--- src/rtl/alu_ctrl_decode_stage_pkg.sv ---
// Shared RV32I decode definitions: ALU control codes (also used by the ALU),
// base opcodes, immediate formats and small funct3 lookup helpers.
package alu_ctrl_decode_stage_pkg;

    typedef enum logic [3:0] {
        ALU_ADD  = 4'd0,
        ALU_SUB  = 4'd1,
        ALU_SLL  = 4'd2,
        ALU_SLT  = 4'd3,
        ALU_SLTU = 4'd4,
        ALU_XOR  = 4'd5,
        ALU_SRL  = 4'd6,
        ALU_SRA  = 4'd7,
        ALU_OR   = 4'd8,
        ALU_AND  = 4'd9,
        ALU_BEQ  = 4'd10,
        ALU_BNE  = 4'd11,
        ALU_BLT  = 4'd12,
        ALU_BGE  = 4'd13,
        ALU_BLTU = 4'd14,
        ALU_BGEU = 4'd15
    } alu_op_e;

    localparam logic [6:0] OP_R      = 7'b0110011;
    localparam logic [6:0] OP_IMM    = 7'b0010011;
    localparam logic [6:0] OP_LOAD   = 7'b0000011;
    localparam logic [6:0] OP_STORE  = 7'b0100011;
    localparam logic [6:0] OP_BRANCH = 7'b1100011;
    localparam logic [6:0] OP_LUI    = 7'b0110111;
    localparam logic [6:0] OP_AUIPC  = 7'b0010111;
    localparam logic [6:0] OP_JAL    = 7'b1101111;
    localparam logic [6:0] OP_JALR   = 7'b1100111;

    localparam logic [6:0] F7_ZERO = 7'b0000000;
    localparam logic [6:0] F7_ALT  = 7'b0100000;

    typedef enum logic [2:0] {
        IMM_NONE = 3'd0,
        IMM_I    = 3'd1,
        IMM_S    = 3'd2,
        IMM_B    = 3'd3,
        IMM_U    = 3'd4,
        IMM_J    = 3'd5
    } imm_type_e;

    // alt selects SUB/SRA over ADD/SRL; ignored for the other funct3 values.
    function automatic alu_op_e alu_from_funct3(input logic [2:0] f3, input logic alt);
        alu_op_e op;
        case (f3)
            3'b000:  op = alt ? ALU_SUB : ALU_ADD;
            3'b001:  op = ALU_SLL;
            3'b010:  op = ALU_SLT;
            3'b011:  op = ALU_SLTU;
            3'b100:  op = ALU_XOR;
            3'b101:  op = alt ? ALU_SRA : ALU_SRL;
            3'b110:  op = ALU_OR;
            default: op = ALU_AND;
        endcase
        return op;
    endfunction

    function automatic alu_op_e branch_from_funct3(input logic [2:0] f3);
        alu_op_e op;
        case (f3)
            3'b000:  op = ALU_BEQ;
            3'b001:  op = ALU_BNE;
            3'b100:  op = ALU_BLT;
            3'b101:  op = ALU_BGE;
            3'b110:  op = ALU_BLTU;
            3'b111:  op = ALU_BGEU;
            default: op = ALU_ADD;
        endcase
        return op;
    endfunction

endpackage

--- src/rtl/alu_ctrl_decode_stage_imm_gen.sv ---
// Combinational RV32I immediate extraction, sign-extended to XLEN.
// Opcode bits are not needed here, so only instr[31:7] is taken.
module alu_ctrl_decode_stage_imm_gen
    import alu_ctrl_decode_stage_pkg::*;
#(
    parameter int XLEN = 32
) (
    input  logic [31:7]     i_instr,
    input  logic [2:0]      i_imm_type,
    output logic [XLEN-1:0] o_imm
);

    logic [31:0] w_imm32;

    always_comb begin
        w_imm32 = 32'd0;
        case (imm_type_e'(i_imm_type))
            IMM_I:   w_imm32 = {{20{i_instr[31]}}, i_instr[31:20]};
            IMM_S:   w_imm32 = {{20{i_instr[31]}}, i_instr[31:25], i_instr[11:7]};
            IMM_B:   w_imm32 = {{19{i_instr[31]}}, i_instr[31], i_instr[7],
                                i_instr[30:25], i_instr[11:8], 1'b0};
            IMM_U:   w_imm32 = {i_instr[31:12], 12'd0};
            IMM_J:   w_imm32 = {{11{i_instr[31]}}, i_instr[31], i_instr[19:12],
                                i_instr[20], i_instr[30:21], 1'b0};
            default: w_imm32 = 32'd0;
        endcase
    end

    assign o_imm = {{(XLEN-31){w_imm32[31]}}, w_imm32[30:0]};

endmodule

--- src/rtl/alu_ctrl_decode_stage.sv ---
// RV32I decode to ALU control/operands, held in a one-entry register (1 cycle latency).
// in_ready = !out_valid || out_ready; a stall holds every output; flush drops held and incoming entries.
module alu_ctrl_decode_stage
    import alu_ctrl_decode_stage_pkg::*;
#(
    parameter int XLEN = 32
) (
    input  logic            clk,
    input  logic            rst_n,
    input  logic            flush,
    input  logic            in_valid,
    output logic            in_ready,
    input  logic [31:0]     instr,
    input  logic [XLEN-1:0] pc,
    input  logic [XLEN-1:0] rs1_data,
    input  logic [XLEN-1:0] rs2_data,
    output logic            out_valid,
    input  logic            out_ready,
    output logic [3:0]      alu_ctrl,
    output logic [XLEN-1:0] op1,
    output logic [XLEN-1:0] op2,
    output logic [XLEN-1:0] imm,
    output logic [4:0]      rd,
    output logic            reg_write,
    output logic            is_branch,
    output logic            illegal
);

    logic [6:0]      w_opcode;
    logic [2:0]      w_funct3;
    logic [6:0]      w_funct7;
    logic [4:0]      w_rd;
    logic            w_shift;
    imm_type_e       w_imm_type;
    logic [XLEN-1:0] w_imm;
    alu_op_e         w_alu;
    logic [XLEN-1:0] w_op1;
    logic [XLEN-1:0] w_op2;
    logic            w_reg_write;
    logic            w_is_branch;
    logic            w_illegal;
    logic            w_accept;

    logic            r_valid;
    alu_op_e         r_alu_ctrl;
    logic [XLEN-1:0] r_op1;
    logic [XLEN-1:0] r_op2;
    logic [XLEN-1:0] r_imm;
    logic [4:0]      r_rd;
    logic            r_reg_write;
    logic            r_is_branch;
    logic            r_illegal;

    assign w_opcode = instr[6:0];
    assign w_funct3 = instr[14:12];
    assign w_funct7 = instr[31:25];
    assign w_rd     = instr[11:7];
    assign w_shift  = (w_funct3 == 3'b001) || (w_funct3 == 3'b101);

    // Immediate format depends on the opcode alone, keeping it off the decode path below.
    always_comb begin
        w_imm_type = IMM_NONE;
        case (w_opcode)
            OP_IMM, OP_LOAD, OP_JALR: w_imm_type = IMM_I;
            OP_STORE:                 w_imm_type = IMM_S;
            OP_BRANCH:                w_imm_type = IMM_B;
            OP_LUI, OP_AUIPC:         w_imm_type = IMM_U;
            OP_JAL:                   w_imm_type = IMM_J;
            default:                  w_imm_type = IMM_NONE;
        endcase
    end

    alu_ctrl_decode_stage_imm_gen #(
        .XLEN (XLEN)
    ) u_imm_gen (
        .i_instr    (instr[31:7]),
        .i_imm_type (w_imm_type),
        .o_imm      (w_imm)
    );

    always_comb begin
        w_alu       = ALU_ADD;
        w_op1       = rs1_data;
        w_op2       = rs2_data;
        w_reg_write = 1'b0;
        w_is_branch = 1'b0;
        w_illegal   = 1'b0;
        case (w_opcode)
            OP_R: begin
                w_illegal   = !((w_funct7 == F7_ZERO) ||
                                ((w_funct7 == F7_ALT) &&
                                 ((w_funct3 == 3'b000) || (w_funct3 == 3'b101))));
                w_alu       = alu_from_funct3(w_funct3, w_funct7[5]);
                w_reg_write = 1'b1;
            end
            OP_IMM: begin
                // Upper immediate bits are only an encoding field for the shifts.
                w_illegal   = ((w_funct3 == 3'b001) && (w_funct7 != F7_ZERO)) ||
                              ((w_funct3 == 3'b101) && (w_funct7 != F7_ZERO) &&
                               (w_funct7 != F7_ALT));
                w_alu       = alu_from_funct3(w_funct3, (w_funct3 == 3'b101) && w_funct7[5]);
                w_op2       = w_shift ? {{(XLEN-5){1'b0}}, w_imm[4:0]} : w_imm;
                w_reg_write = 1'b1;
            end
            OP_LOAD, OP_JALR: begin
                w_op2       = w_imm;
                w_reg_write = 1'b1;
            end
            OP_STORE: begin
                w_op2       = w_imm;
            end
            OP_LUI: begin
                w_op1       = '0;
                w_op2       = w_imm;
                w_reg_write = 1'b1;
            end
            OP_AUIPC: begin
                w_op1       = pc;
                w_op2       = w_imm;
                w_reg_write = 1'b1;
            end
            OP_JAL: begin
                w_op1       = pc;
                w_op2       = XLEN'(4);
                w_reg_write = 1'b1;
            end
            OP_BRANCH: begin
                w_illegal   = (w_funct3 == 3'b010) || (w_funct3 == 3'b011);
                w_alu       = branch_from_funct3(w_funct3);
                w_is_branch = 1'b1;
            end
            default: begin
                w_illegal   = 1'b1;
            end
        endcase
        // Illegal entries still flow to execute, but must be side-effect free.
        if (w_illegal) begin
            w_alu       = ALU_ADD;
            w_op1       = '0;
            w_op2       = '0;
            w_reg_write = 1'b0;
            w_is_branch = 1'b0;
        end
        if (w_rd == 5'd0) begin
            w_reg_write = 1'b0;
        end
    end

    assign in_ready = !r_valid || out_ready;
    assign w_accept = in_valid && in_ready && !flush;

    always_ff @(posedge clk or negedge rst_n) begin
        if (!rst_n) begin
            r_valid     <= 1'b0;
            r_alu_ctrl  <= ALU_ADD;
            r_op1       <= '0;
            r_op2       <= '0;
            r_imm       <= '0;
            r_rd        <= 5'd0;
            r_reg_write <= 1'b0;
            r_is_branch <= 1'b0;
            r_illegal   <= 1'b0;
        end else begin
            if (flush) begin
                r_valid <= 1'b0;
            end else if (w_accept) begin
                r_valid <= 1'b1;
            end else if (out_ready) begin
                r_valid <= 1'b0;
            end
            if (w_accept) begin
                r_alu_ctrl  <= w_alu;
                r_op1       <= w_op1;
                r_op2       <= w_op2;
                r_imm       <= w_imm;
                r_rd        <= w_rd;
                r_reg_write <= w_reg_write;
                r_is_branch <= w_is_branch;
                r_illegal   <= w_illegal;
            end
        end
    end

    assign out_valid = r_valid;
    assign alu_ctrl  = r_alu_ctrl;
    assign op1       = r_op1;
    assign op2       = r_op2;
    assign imm       = r_imm;
    assign rd        = r_rd;
    assign reg_write = r_reg_write;
    assign is_branch = r_is_branch;
    assign illegal   = r_illegal;

endmodule

--- config.mk ---
export PLATFORM = sky130hd
export DESIGN_NAME = alu_ctrl_decode_stage
export DESIGN_NICKNAME = d
export VERILOG_FILES = /design/src/rtl/alu_ctrl_decode_stage_pkg.sv /design/src/rtl/alu_ctrl_decode_stage_imm_gen.sv /design/src/rtl/alu_ctrl_decode_stage.sv
export SDC_FILE = /design/constraint.sdc
export NUM_CORES = 1
export LEC_CHECK = 0
export BUFFER_PORTS_ARGS = -buffer_cell sky130_fd_sc_hd__buf_2
export CORE_UTILIZATION = 43
export CTS_CLUSTER_SIZE = 25
export DETAILED_ROUTE_END_ITERATION = 8
export PLACE_DENSITY_LB_ADDON = 0.12
export REMOVE_ABC_BUFFERS = 1
export SLEW_MARGIN = 20
export SYNTH_ARGS = -nofsm -noshare
export SYNTH_HDL_FRONTEND = slang
export SYNTH_SLANG_ARGS = --single-unit
--- constraint.sdc ---
create_clock -name clk -period 1.65 [get_ports clk]
set_clock_uncertainty 0.15 [all_clocks]
set_input_delay 0.33 -clock clk [delete_from_list [all_inputs] [get_ports clk]]
set_output_delay 0.33 -clock clk [all_outputs]
set_load 0.1 [all_outputs]
==> results.md, run 1 <==
- The worst setup path is captured at a flip-flop.
- The die is between 100 and 150 um tall.
- Setup slack on the worst reg-to-reg path comes out at -210 ps.
- The synthesized-area fraction occupied by xor and xnor cells is 0.00166.
- Once detail routing completed, the nets flagged for antenna violations numbered 0.
- A synthesized cell averages around 9.6 um^2.
- The max-capacitance violation count is 0.
- The flow ran to the end, but the final reports show violations.
- The clock reaches the later pin of the worst-skew pair after about 350 ps.
- The synthesized-area fraction occupied by ao, oa, aoi and oai cells is 0.274.
- In this run the cell area of the synthesized design comes to 0.00527 mm^2.
- The floorplan has 40 rows.
- Setup violations remaining at the end of the flow were counted as between 70 and 80.
- The initial antenna violation count was 0.
- The largest incremental delay on the critical path is between 600 and 700 ps.
- The via count of the first global-routing pass is around 5.3k.
- The startpoint of the most critical register-to-register path is out_valid$_DFFE_PN0P_.
- The global-route usage over all layers is 0.266.
- Total power for the finished layout comes to 6.82 mW.
- The Yosys step of the flow raised 0 warnings.
- Clock tree synthesis inserted a total of 9 buffers.
- The first-pass iteration count of the detailed router is 5.
- Summed over all cells, the static leakage comes to roughly 4 nW.
- Synthesis handed over a netlist of between 500 and 600 instances.
- The post-place setup slack is -871 ps.
- The DRC violation count after routing is 0.
- The path depth of the worst reg2reg path is 5.
- The number of nets in the final layout is around 980.
- In this run, distinct cell masters in the synthesized netlist total 52.
- Counting along the longest clock path gives a buffer depth of 2.
- After legalization and detailed placement, the total HPWL measured between 10000 and 15000 um.
- The endpoint of the worst register-to-register path is op1[2]$_DFFE_PN0P_.
- For the finished layout, the period the worst path requires is 1890 ps.
- The area growth from synthesis to layout is 49.7%.
- The number of antenna diodes in the final layout is 0.
- The fraction of the mapped netlist area in simple logic gates is 0.143.
- The clock tree from TritonCTS is yes.
- The total of fill cells in the finished design is 987.
- STA classifies the critical path startpoint as an input pin.
- The required time reported for the critical path endpoint is 1770 ps.
- The end of the critical path is op1[2]$_DFFE_PN0P_.
- The checks that failed: negative setup slack.
- The final cycle utilization of the critical path is 1.15.
- The path type of the worst min-delay path is input pin to flip-flop.
- In this run the worst path has a maximum fanout of 23.
- The tightest hold path in the finished design has a slack of approximately 70 ps.
- The global-route congestion overflow total is 0.
- Setup repair after global routing could not meet its margin everywhere.
- By instance count, the cell type seen most on the critical path is o21ai_1.
- In this run the horizontal extent of the chip is approximately 110 um.
- The routability congestion estimate is 0.874.
- Counting flops with an async set or reset pin after synthesis yields a share of 1.00.
- The number of hold violations in the final report is 0.
- The number of instances on the worst hold path is 3.
- Using the TritonRoute via totals, the vias-per-cell ratio works out to about 5.5.
- The violation count after the first detailed-routing iteration is about 340.
- The number of levels the H-tree was split into is 3.
- The first-pass GRT wire length is 26400 um.
- The sequential area share after synthesis is 0.518.
- The transition time at the pin with the least slew margin is approximately 480 ps.
- The start point of the critical path is instr[12].
- For this run, the top clock speed supported by timing is 0.528 GHz.
- For this design the ratio of total power to cell area is 866 mW/mm^2.
- Entering global routing, the biggest net connects 60 pins.
- The worst-case IR drop observed on VDD is just over 0.0005 V.
- The filler-free cell count of the finished design is 995.
- The area of the die is 0.0127 mm^2.
- The share of cell area taken by muxes after synthesis is 0.0192.
- The clock slew seen by the registers of the worst setup and hold paths is around 70 ps.
- 243 I/O pins were placed.
- The routed length per placed instance is approximately 17 um.
- At the worst endpoint, the arrival time is between 2000 and 2500 ps.
- In the final layout, the share of cells above drive strength 1 is 0.466.
- Clock tree synthesis found a total of approximately 110 sinks.
- After detailed routing, the total wire length is about 17000 um.
- The core area is approximately 0.012 mm^2.
- The max-slew violation total from the final report is 0.
- The path type of the worst setup path is input pin to flip-flop.
- The number of synthesized register bits is around 110.
- The critical-path cell with the highest stage delay is or4_4.
- By area, the combinational part of the netlist is dominated by compound AO/OA/AOI/OAI gates.
- The placed instance count is 970.
- Traced cell by cell, the critical path runs through buf_2 -> xor2_1 -> o21ai_1 -> a311oi_2 -> or4_4 -> buf_16 -> o21ai_1.
- In this run, synthesis inferred 0 flip-flops with an integrated enable.
- The most used flip-flop cell after synthesis is dfrtp_1.
- Input and output buffers added on the ports amount to 242.
- Of the total synthesized cell area, the portion taken by full adders, half adders and majority gates is 0.
- The fraction of the core area covered by cells at the end of the flow is 0.659.
- In the post-route analysis, the smallest setup slack over all paths is -242 ps.
- The initial core utilization is 0.440.
- Clock tree synthesis selected as its root buffer the cell clkbuf_16.
- Across all layers, the routed design uses between 5k and 6k vias.
- The worst pin sits at a relative slew slack of 0.671.
[layout make-up]
cell class | count | area [um^2] | area share
Multi-Input combinational cell | 388 | 2480 | 0.315
Sequential cell | 109 | 2730 | 0.346
Timing Repair Buffer | 328 | 2170 | 0.276
Clock buffer | 13 | 270 | 0.0343
Clock inverter | 2 | 16.3 | 0.00206
Tap cell | 147 | 184 | 0.0233
Inverter | 8 | 30.0 | 0.00381
[per-stage QoR]
stage	cell area [um^2]	TNS [ps]
2_1_floorplan	5060	-322540
3_3_place_gp	7220	-65270
3_5_place_dp	7220	-70270
4_1_cts	7720	-11030
5_1_grt	7880	-16730
6_report	7880	-13930
[synth_stat cells, types with 3 or more instances]
library cell | instances | area [um^2]
dfrtp_1 | 109 | 2730
nand2_1 | 106 | 398
o21ai_0 | 75 | 375
a22oi_1 | 47 | 353
clkbuf_1 | 30 | 113
a2bb2oi_1 | 26 | 228
a21oi_1 | 20 | 100
o21ai_1 | 16 | 80.1
buf_2 | 14 | 70.1
nor2_1 | 11 | 41.3
mux2_2 | 9 | 101
o21ai_2 | 8 | 70.1
inv_1 | 7 | 26.3
a22o_1 | 6 | 52.6
nand2b_1 | 5 | 31.3
nor2b_1 | 5 | 31.3
nor3_1 | 4 | 20.0
nand3_1 | 3 | 15.0
nand4b_1 | 3 | 26.3
o31ai_1 | 3 | 22.5
[what timing repair did]
| item | 4_1_cts | 5_1_grt |
|---|---|---|
| pin swaps | 11 | 5 |
| setup endpoints to repair | 102 | 127 |
| hold buffers | 2 | 0 |
| hold endpoints to repair | 58 | 0 |
| cloned | 1 | 0 |
| setup buffers | 4 | 6 |
| resized for setup | 74 | 66 |
[state kept, by name, indices dropped and copies added, names as in the netlist]
name,cells
alu_ctrl,4
illegal,1
imm,32
is_branch,1
op1,32
op2,32
out_valid,1
rd,5
reg_write,1
[how the worst min path moves through the flow]
stage	start	to	slack (ps)
global placement	rst_n	illegal$_DFFE_PN0P_	40
detailed placement	rst_n	illegal$_DFFE_PN0P_	50
CTS	in_valid	out_valid$_DFFE_PN0P_	50
global route	in_valid	out_valid$_DFFE_PN0P_	100
floorplan	rst_n	alu_ctrl[0]$_DFFE_PN0P_	-120
finish	in_valid	out_valid$_DFFE_PN0P_	70
[power by group]
group | switching (mW) | internal (mW)
logic | 1.34 | 0.506
registers | 0.0578 | 2.78
clock network | 0.990 | 1.15
[layer usage]
| layer | up-vias | global-route usage | wire, um |
|---|---|---|---|
| li1 | 2593 | - | - |
| met2 | 216 | 0.462 | 8490 |
| met3 | 22 | 0.0373 | 1010 |
| met4 | 0 | 0.0942 | 294 |
| met1 | 2681 | 0.340 | 7160 |
| met5 | - | 0 | 0 |
[cell families (layout without fill, tap and decap cells)]
logic type	Yosys count	after routing
AO/OA/AOI/OAI	219	219
buffers and inverters	54	351
flip-flops	109	109
AND/OR/NAND/NOR	159	159
XOR/XNOR	1	1
multiplexers	9	9
[worst max-delay path: cells and delay by family]
kind	cells	cell delay, ps
simple gates	1	620
compound gates	3	540
buf+inv	2	340
xor+xnor	1	170
[layout by cell type, fill, tap and decap left out, types with 4 or more instances in the layout]
| cell type | count |
|---|---|
| o21ai_1 | 70 |
| a22oi_1 | 47 |
| nor2_1 | 10 |
| mux2_2 | 7 |
| buf_2 | 214 |
| a22o_1 | 6 |
| nand2b_1 | 4 |
| o21ai_2 | 18 |
| o21ai_0 | 11 |
| clkbuf_16 | 9 |
| buf_6 | 11 |
| nor2b_1 | 5 |
| a21oi_2 | 5 |
| dfrtp_1 | 109 |
| buf_12 | 14 |
| nand2_1 | 105 |
| clkbuf_4 | 18 |
| inv_1 | 7 |
| a21oi_1 | 15 |
| buf_4 | 66 |
| a2bb2oi_1 | 26 |
Power figures use the tool's default switching activity.
==> run 2, diff against run 1 <==
Settings changed: REMOVE_ABC_BUFFERS 1 to default.
==> run 2 against run 1 <==
Against the previous run:
- clock power is 12% higher
- critical path depth is 2 lower
- critical path type is now flip-flop to flip-flop
- non-clock buffer count is 15 higher
- the flow still finishes with violations (negative setup slack)
- global-route usage is 0.084 points lower
- clock-buffer cell count is 2 lower
- maximum frequency is 1.4% higher
==> results.md, run 2 (same netlist as run 1, synthesis figures left out) <==
- The critical path data arrival time was 2000 ps (about the same).
- The initial antenna violation count is 0 (unchanged).
- The required time reported for the critical path endpoint is 1780 ps (about the same).
- The final cycle utilization of the critical path is 1.13 (-0.0162).
- The number of levels the H-tree was split into is 3 (unchanged).
- The worst min-delay path endpoint is out_valid$_DFFE_PN0P_.
- Setup repair after global routing could not meet its margin everywhere.
- The count of buffers from port buffering is 242 (unchanged).
- The worst setup path is launched from a flip-flop.
- In the layout the commonest cells are 173 x buf_2, 108 x dfrtp_1, 94 x nand2_1.
- The power per standard cell area was 848 mW/mm^2 (-2.0%).
- The first-pass GRT wire length is 26000 um (-1.6%).
- The routed length per placed instance came to 18.4 um (+7.9%).
- The DRC violation count after routing is 0 (unchanged).
- The number of nets with antenna violations after routing is 0 (unchanged).
- The largest net degree at the start of global routing was 67 (+12%).
- The critical path is of the flip-flop to flip-flop type.
- The run finished, with violations left.
- The global-route congestion overflow total came to 0 (unchanged).
- The placed instance count is 967 (-0.31%).
- The highest clock rate is 0.536 GHz (+1.4%).
- The final critical-path setup slack is -216 ps (+26.7 ps).
- The TritonCTS buffer count was 9 (unchanged).
- The leakage power figure is 4.21 nW (+6.3%).
- The number of core rows came to 40 (unchanged).
- The total of fill cells in the finished design is 886 (-10%).
- The capturing element type of the critical path is a flip-flop.
- The largest fanout on the critical path was 37 (+61%).
- The height of the chip is 113 um (unchanged).
- The via count of the first global-routing pass came to 5004 (-4.8%).
- The clock period minus final worst setup slack was 1870 ps (-26.7 ps).
- The synthesized netlist net count is ~680.
- The first-pass iteration count of the detailed router was 5 (unchanged).
- The clock slew seen by the registers of the worst setup and hold paths is 70 ps (about the same).
- The reg2reg setup slack is -220 ps (about the same).
- The transition time at the pin with the least slew margin was 514 ps (+33.3 ps).
- The number of I/O pins is 243 (unchanged).
- The core area came to 0.0120 mm^2 (unchanged).
- The filler-free cell count of the finished design is 1011 (+1.6%).
- The die width is 113 um (unchanged).
- The violation count after the first detailed-routing iteration was 465 (+38%).
- The final number of setup-violating endpoints is 108 (+46%).
- The number of hold violations in the final report was 0 (unchanged).
- The relative slew slack is 0.660 (-0.0116).
- The number of nets in the final layout was 992 (+1.5%).
- The number of instances on the worst hold path is 3 (unchanged).
- The clock tree from TritonCTS is yes.
- The detailed-route wire length is 18600 um (+9.6%).
- The highest ir drop seen on vdd was 0.000545 V (+7.3%).
- The routability congestion estimate came to 0.863 (-1.3%).
- The worst hold path startpoint is in_valid.
- The detailed-route vias per instance is 5.59 (+0.99%).
- The buffer levels on the longest clock path is 2 (unchanged).
- The path depth of the worst reg2reg path was 5 (unchanged).
- The number of sinks driven by the clock tree is 109 (unchanged).
- The area of the die is 0.0127 mm^2 (unchanged).
- Leaving out fill and tap cells, the most frequent cell in the layout is buf_2.
- The worst hold path belongs to the class input pin to flip-flop.
- The endpoint of the worst register-to-register path is op1[10]$_DFFE_PN0P_.
- The worst register-to-register path begins at out_valid$_DFFE_PN0P_.
- The initial core utilization was 0.440 (unchanged).
- Compared with the post-synthesis result, the final layout area differs by 62.6%.
- The fraction of final layout cells sized beyond drive strength 1 is 0.486 (+0.0203).
- The root buffer selected by CTS is clkbuf_16.
- The total via count in the routed design came to 5656 (+2.6%).
- The global-route usage over all layers was 0.265 (-0.000837).
- The setup TNS came to -15040 ps (-1100 ps).
- The clock latency reported for the late side of the worst-skew pair is 360 ps (about the same).
- The checks that failed: negative setup slack.
- The antenna cell count was 0 (unchanged).
- The max-slew violation total from the final report came to 0 (unchanged).
- The max-capacitance violation count came to 0 (unchanged).
- The HPWL after detailed placement is 12500 um (+2.9%).
==> run 2: cell count changes in the layout (fill, tap and decap cells not counted), sizes merged <==
| cell | delta |
|---|---|
| clkbuf | +51 |
| buf | -38 |
| bufinv | +2 |
| clkinv | +1 |
| clkinvlp | +1 |
| inv | -1 |
==> run 2: per-stage QoR <==
step | util | hold slack [ps] | power, mW | worst slack, ps | cell area, um^2
2_1_floorplan | - | -116 | 4.08 | -581 | 5320
3_3_place_gp | 0.610 | 187 | 4.64 | -699 | 7300
3_5_place_dp | 0.610 | 188 | 4.67 | -831 | 7300
4_1_cts | 0.643 | 35.5 | 7.06 | -193 | 7690
5_1_grt | 0.716 | 54.9 | 7.49 | -269 | 8560
6_report | 0.716 | 41.1 | 7.26 | -216 | 8560
==> run 2: power by group <==
part,leakage [nW],switching [mW],internal [mW]
Combinational,2.57,1.39,0.638
Clock,0.152,1.01,1.38
Sequential,1.49,0.0661,2.78
Total,4.21,2.47,4.80
==> run 2: final cells by class <==
cell class | instances | area, um^2 | area share
Clock buffer | 11 | 243 | 0.0284
Timing Repair Buffer | 343 | 2740 | 0.320
Multi-Input combinational cell | 388 | 2550 | 0.298
Tap cell | 147 | 184 | 0.0215
Clock inverter | 5 | 83.8 | 0.00979
Inverter | 8 | 30.0 | 0.00351
Sequential cell | 109 | 2730 | 0.319
==> run 2: how the worst max path moves through the flow <==
stage / from / to / slack, ps / cells past startpoint
2_1_floorplan: out_valid$_DFFE_PN0P_ / is_branch$_DFFE_PN0P_ / -580 / 7
3_3_place_gp: instr[29] / illegal$_DFFE_PN0P_ / -700 / 7
3_5_place_dp: instr[29] / op1[19]$_DFFE_PN0P_ / -830 / 7
4_1_cts: out_valid$_DFFE_PN0P_ / op2[9]$_DFFE_PN0P_ / -190 / 5
5_1_grt: out_valid$_DFFE_PN0P_ / op1[21]$_DFFE_PN0P_ / -270 / 5
6_report: out_valid$_DFFE_PN0P_ / op1[10]$_DFFE_PN0P_ / -220 / 5
==> run 2: repair_timing <==
action	in CTS	in global routing
hold buffers	2	0
gates resized for setup	32	166
pin swaps	2	11
buffers inserted	0	12
endpoints found under the setup margin	91	148
cloned	0	16
hold endpoints to repair	110	0
==> run 2: routing by layer <==
layer / share of wire / GRT usage / vias up
met5: 0 / 0 / -
li1: - / - / 2619
met3: 0.062 / 0.0508 / 31
met4: 0.021 / 0.0924 / 0
met2: 0.51 / 0.442 / 241
met1: 0.40 / 0.347 / 2765
==> run 2: worst max-delay path: stages (launching register included) <==
cell and delay, ps:
dfrtp_4 490, nand2b_4 90, nand3_4 80, or4_4 580
buf_12 200, o21ai_1 170
==> run 3, diff against run 2 <==
Settings changed: CORE_UTILIZATION 43 to 51.
Clock period 1.65 ns to 2.4 ns, I/O delays scaled along.
==> run 3 against run 2 <==
Against the previous run:
- the run now ends clean
- flip-flop and latch count is the same
- register-to-register slack gained 460 ps
- critical endpoint is now op2[8]$_DFFE_PN0P_
- non-clock buffer count shrank 51
- routed wire length shrank 15%
- design area shrank 16%
- first-iteration DRC count shrank 12%
- clock-buffer cell count grew 1
- final cell count shrank 6.4%
- sequential share of layout area grew 6.2 points
- largest cell class is now registers
- core utilization grew 0.73 points
==> results.md, run 3 (same netlist as run 1, synthesis figures left out) <==
- The flow ran to the end, and the final reports show no timing, DRC or antenna violations.
- The power per standard cell area is 581 mW/mm^2 (-32%).
- Traced cell by cell, the critical path runs through buf_2 -> nor4_2 -> buf_4 -> a311oi_1 -> or4_2 -> buf_12 -> o21ai_0.
- The most common cell after layout, fill and taps aside is buf_2.
- The count of buffers from port buffering was 242 (unchanged).
- The HPWL after detailed placement is 11900 um (-4.4%).
- The first-pass iteration count of the detailed router is 5 (unchanged).
- The via count of the first global-routing pass is 5235 (+4.6%).
- The setup TNS came to 0 ps (+15040 ps).
- The critical-path cell with the highest stage delay is or4_2.
- The detailed-route vias per instance is 5.62 (+0.48%).
- The clock latency reported for the late side of the worst-skew pair is 360 ps (about the same).
- The largest net degree at the start of global routing is 53 (-21%).
- The detailed-route wire length is 15900 um (-15%).
- The number of I/O pins is 243 (unchanged).
- The die width came to 104 um (-8.0%).
- The largest incremental delay on the critical path is 720 ps (+140 ps).
- The critical path data arrival time was 2430 ps (+430 ps).
- The buffer levels on the longest clock path is 2 (unchanged).
- The post-place setup slack is -361 ps (+470 ps).
- The initial core utilization was 0.531 (+0.0911).
- The violation count after the first detailed-routing iteration is 411 (-12%).
- The fraction of final layout cells sized beyond drive strength 1 is 0.417 (-0.0691).
- The synthesized netlist net count is 684 (unchanged).
- The routed design could run at a clock period as short as between 2000 and 2500 ps.
- The height of the chip came to 104 um (-8.0%).
- The startpoint type of the worst setup path is an input pin.
- The first-pass GRT wire length came to 26200 um (+0.85%).
- The DRC violation count after routing is 0 (unchanged).
- Broken down by cell family, the worst path's largest delay share belongs to simple AND/OR/NAND/NOR gates.
- The largest fanout on the critical path is 52 (+41%).
- The area of the die came to 0.0107 mm^2 (-15%).
- The max-capacitance violation count is 0 (unchanged).
- The clock slew seen by the registers of the worst setup and hold paths came to 100 ps (+30 ps).
- The final critical-path setup slack was 79.4 ps (+295 ps).
- The global-route congestion overflow total is 0 (unchanged).
- The number of nets in the final layout is 941 (-5.1%).
- The transition time at the pin with the least slew margin was 621 ps (+107 ps).
- The total via count in the routed design is 5318 (-6.0%).
- The post-layout instance area is 0.00717 mm^2 (-16%).
- The antenna cell count is 0 (unchanged).
- The path type of the worst setup path is input pin to flip-flop.
- The final number of setup-violating endpoints is 0 (-100%).
- The routability congestion estimate came to 0.918 (+6.5%).
- The min-delay analysis places its worst path in the category input pin to flip-flop.
- The clock tree from TritonCTS is yes.
- The library cells used most frequently in the layout, excluding fill and tap cells, are 241 x buf_2, 108 x dfrtp_1, 105 x nand2_1.
- The capturing element type of the critical path is a flip-flop.
- Compared with the post-synthesis result, the final layout area differs by 36.1%.
- Derived from the worst setup path, the maximum achievable clock frequency is between 0.4 and 0.5 GHz.
- The total placed instance area came to 0.00697 mm^2 (-4.5%).
- The highest ir drop seen on vdd is 0.000284 V (-48%).
- The required time reported for the critical path endpoint is 2510 ps (+730 ps).
- The core area is 0.00991 mm^2 (-17%).
- The fraction of the core area covered by cells at the end of the flow was 0.723 (+0.00731).
- The power after layout is 4.16 mW (-43%).
- The final cycle utilization of the critical path is 0.967.
- The global-route usage over all layers was 0.306 (+0.0409).
- Clock tree synthesis selected as its root buffer the cell clkbuf_8.
- The initial antenna violation count is 0 (unchanged).
- The routed length per placed instance is 16.8 um (-8.8%).
- The number of buffer and inverter stages on the critical path is 3 (+2).
- The leakage power figure is 3.67 nW (-13%).
- The number of nets with antenna violations after routing is 0 (unchanged).
- The number of core rows is 36 (-10%).
- The number of hold violations in the final report was 0 (unchanged).
- The relative slew slack is 0.584 (-0.0754).
- The max-slew violation total from the final report is 0 (unchanged).
- The number of levels the H-tree was split into was 3 (unchanged).
- The TritonCTS buffer count came to 9 (unchanged).
- The number of sinks driven by the clock tree came to 109 (unchanged).
run 3: final cells by class:
cell class / instances / area (um^2)
inverter: 8 / 30.0
fill: 794 / 2740
sequential: 109 / 2730
clock buffer: 12 / 145
timing repair buffer: 292 / 1720
clock inverter: 4 / 33.8
tap: 133 / 166
multi-input combinational: 388 / 2340
run 3: per-stage QoR:
| step | hold slack (ps) | std cells |
|---|---|---|
| 6_report | 113 | 946 |
| 5_1_grt | 103 | 946 |
| 4_1_cts | 99.2 | 946 |
| 3_5_place_dp | 308 | 929 |
| 3_3_place_gp | 301 | 929 |
| 2_1_floorplan | 34.4 | 551 |
run 3: worst paths after layout:
| check | slack [ps] | end | startpoint | cells after the start |
|---|---|---|---|---|
| setup / recovery | 80 | op2[8]$_DFFE_PN0P_ | instr[29] | 7 |
| hold / removal | 110 | out_valid$_DFFE_PN0P_ | flush | 2 |
| setup reg to reg | 240 | op2[8]$_DFFE_PN0P_ | out_valid$_DFFE_PN0P_ | 5 |
| hold reg to reg | 330 | op2[3]$_DFFE_PN0P_ | op2[3]$_DFFE_PN0P_ | 2 |
| max in group asynchronous | 1070 | rd[3]$_DFFE_PN0P_ | rst_n | 3 |
| min in group asynchronous | 450 | imm[19]$_DFFE_PN0P_ | rst_n | 2 |
run 3: layer usage:
layer / vias up / part of all wire / track usage
li1: 2506 / - / -
met1: 2555 / 0.42 / 0.415
met2: 224 / 0.50 / 0.509
met3: 33 / 0.063 / 0.0321
met4: 0 / 0.026 / 0.118
met5: - / 0 / 0
run 3: power by group:
group,internal [mW],switching [mW],leakage [nW],total (mW)
logic,0.286,0.892,2.09,1.18
registers,1.91,0.0407,1.49,1.95
clock network,0.413,0.617,0.0868,1.03
total,2.61,1.55,3.67,4.16
run 3: timing repair:
action	CTS	global route
endpoints found under the hold margin	32	0
setup endpoints to repair	0	14
setup buffers	0	0
resized for setup	0	1
hold buffers	1	0
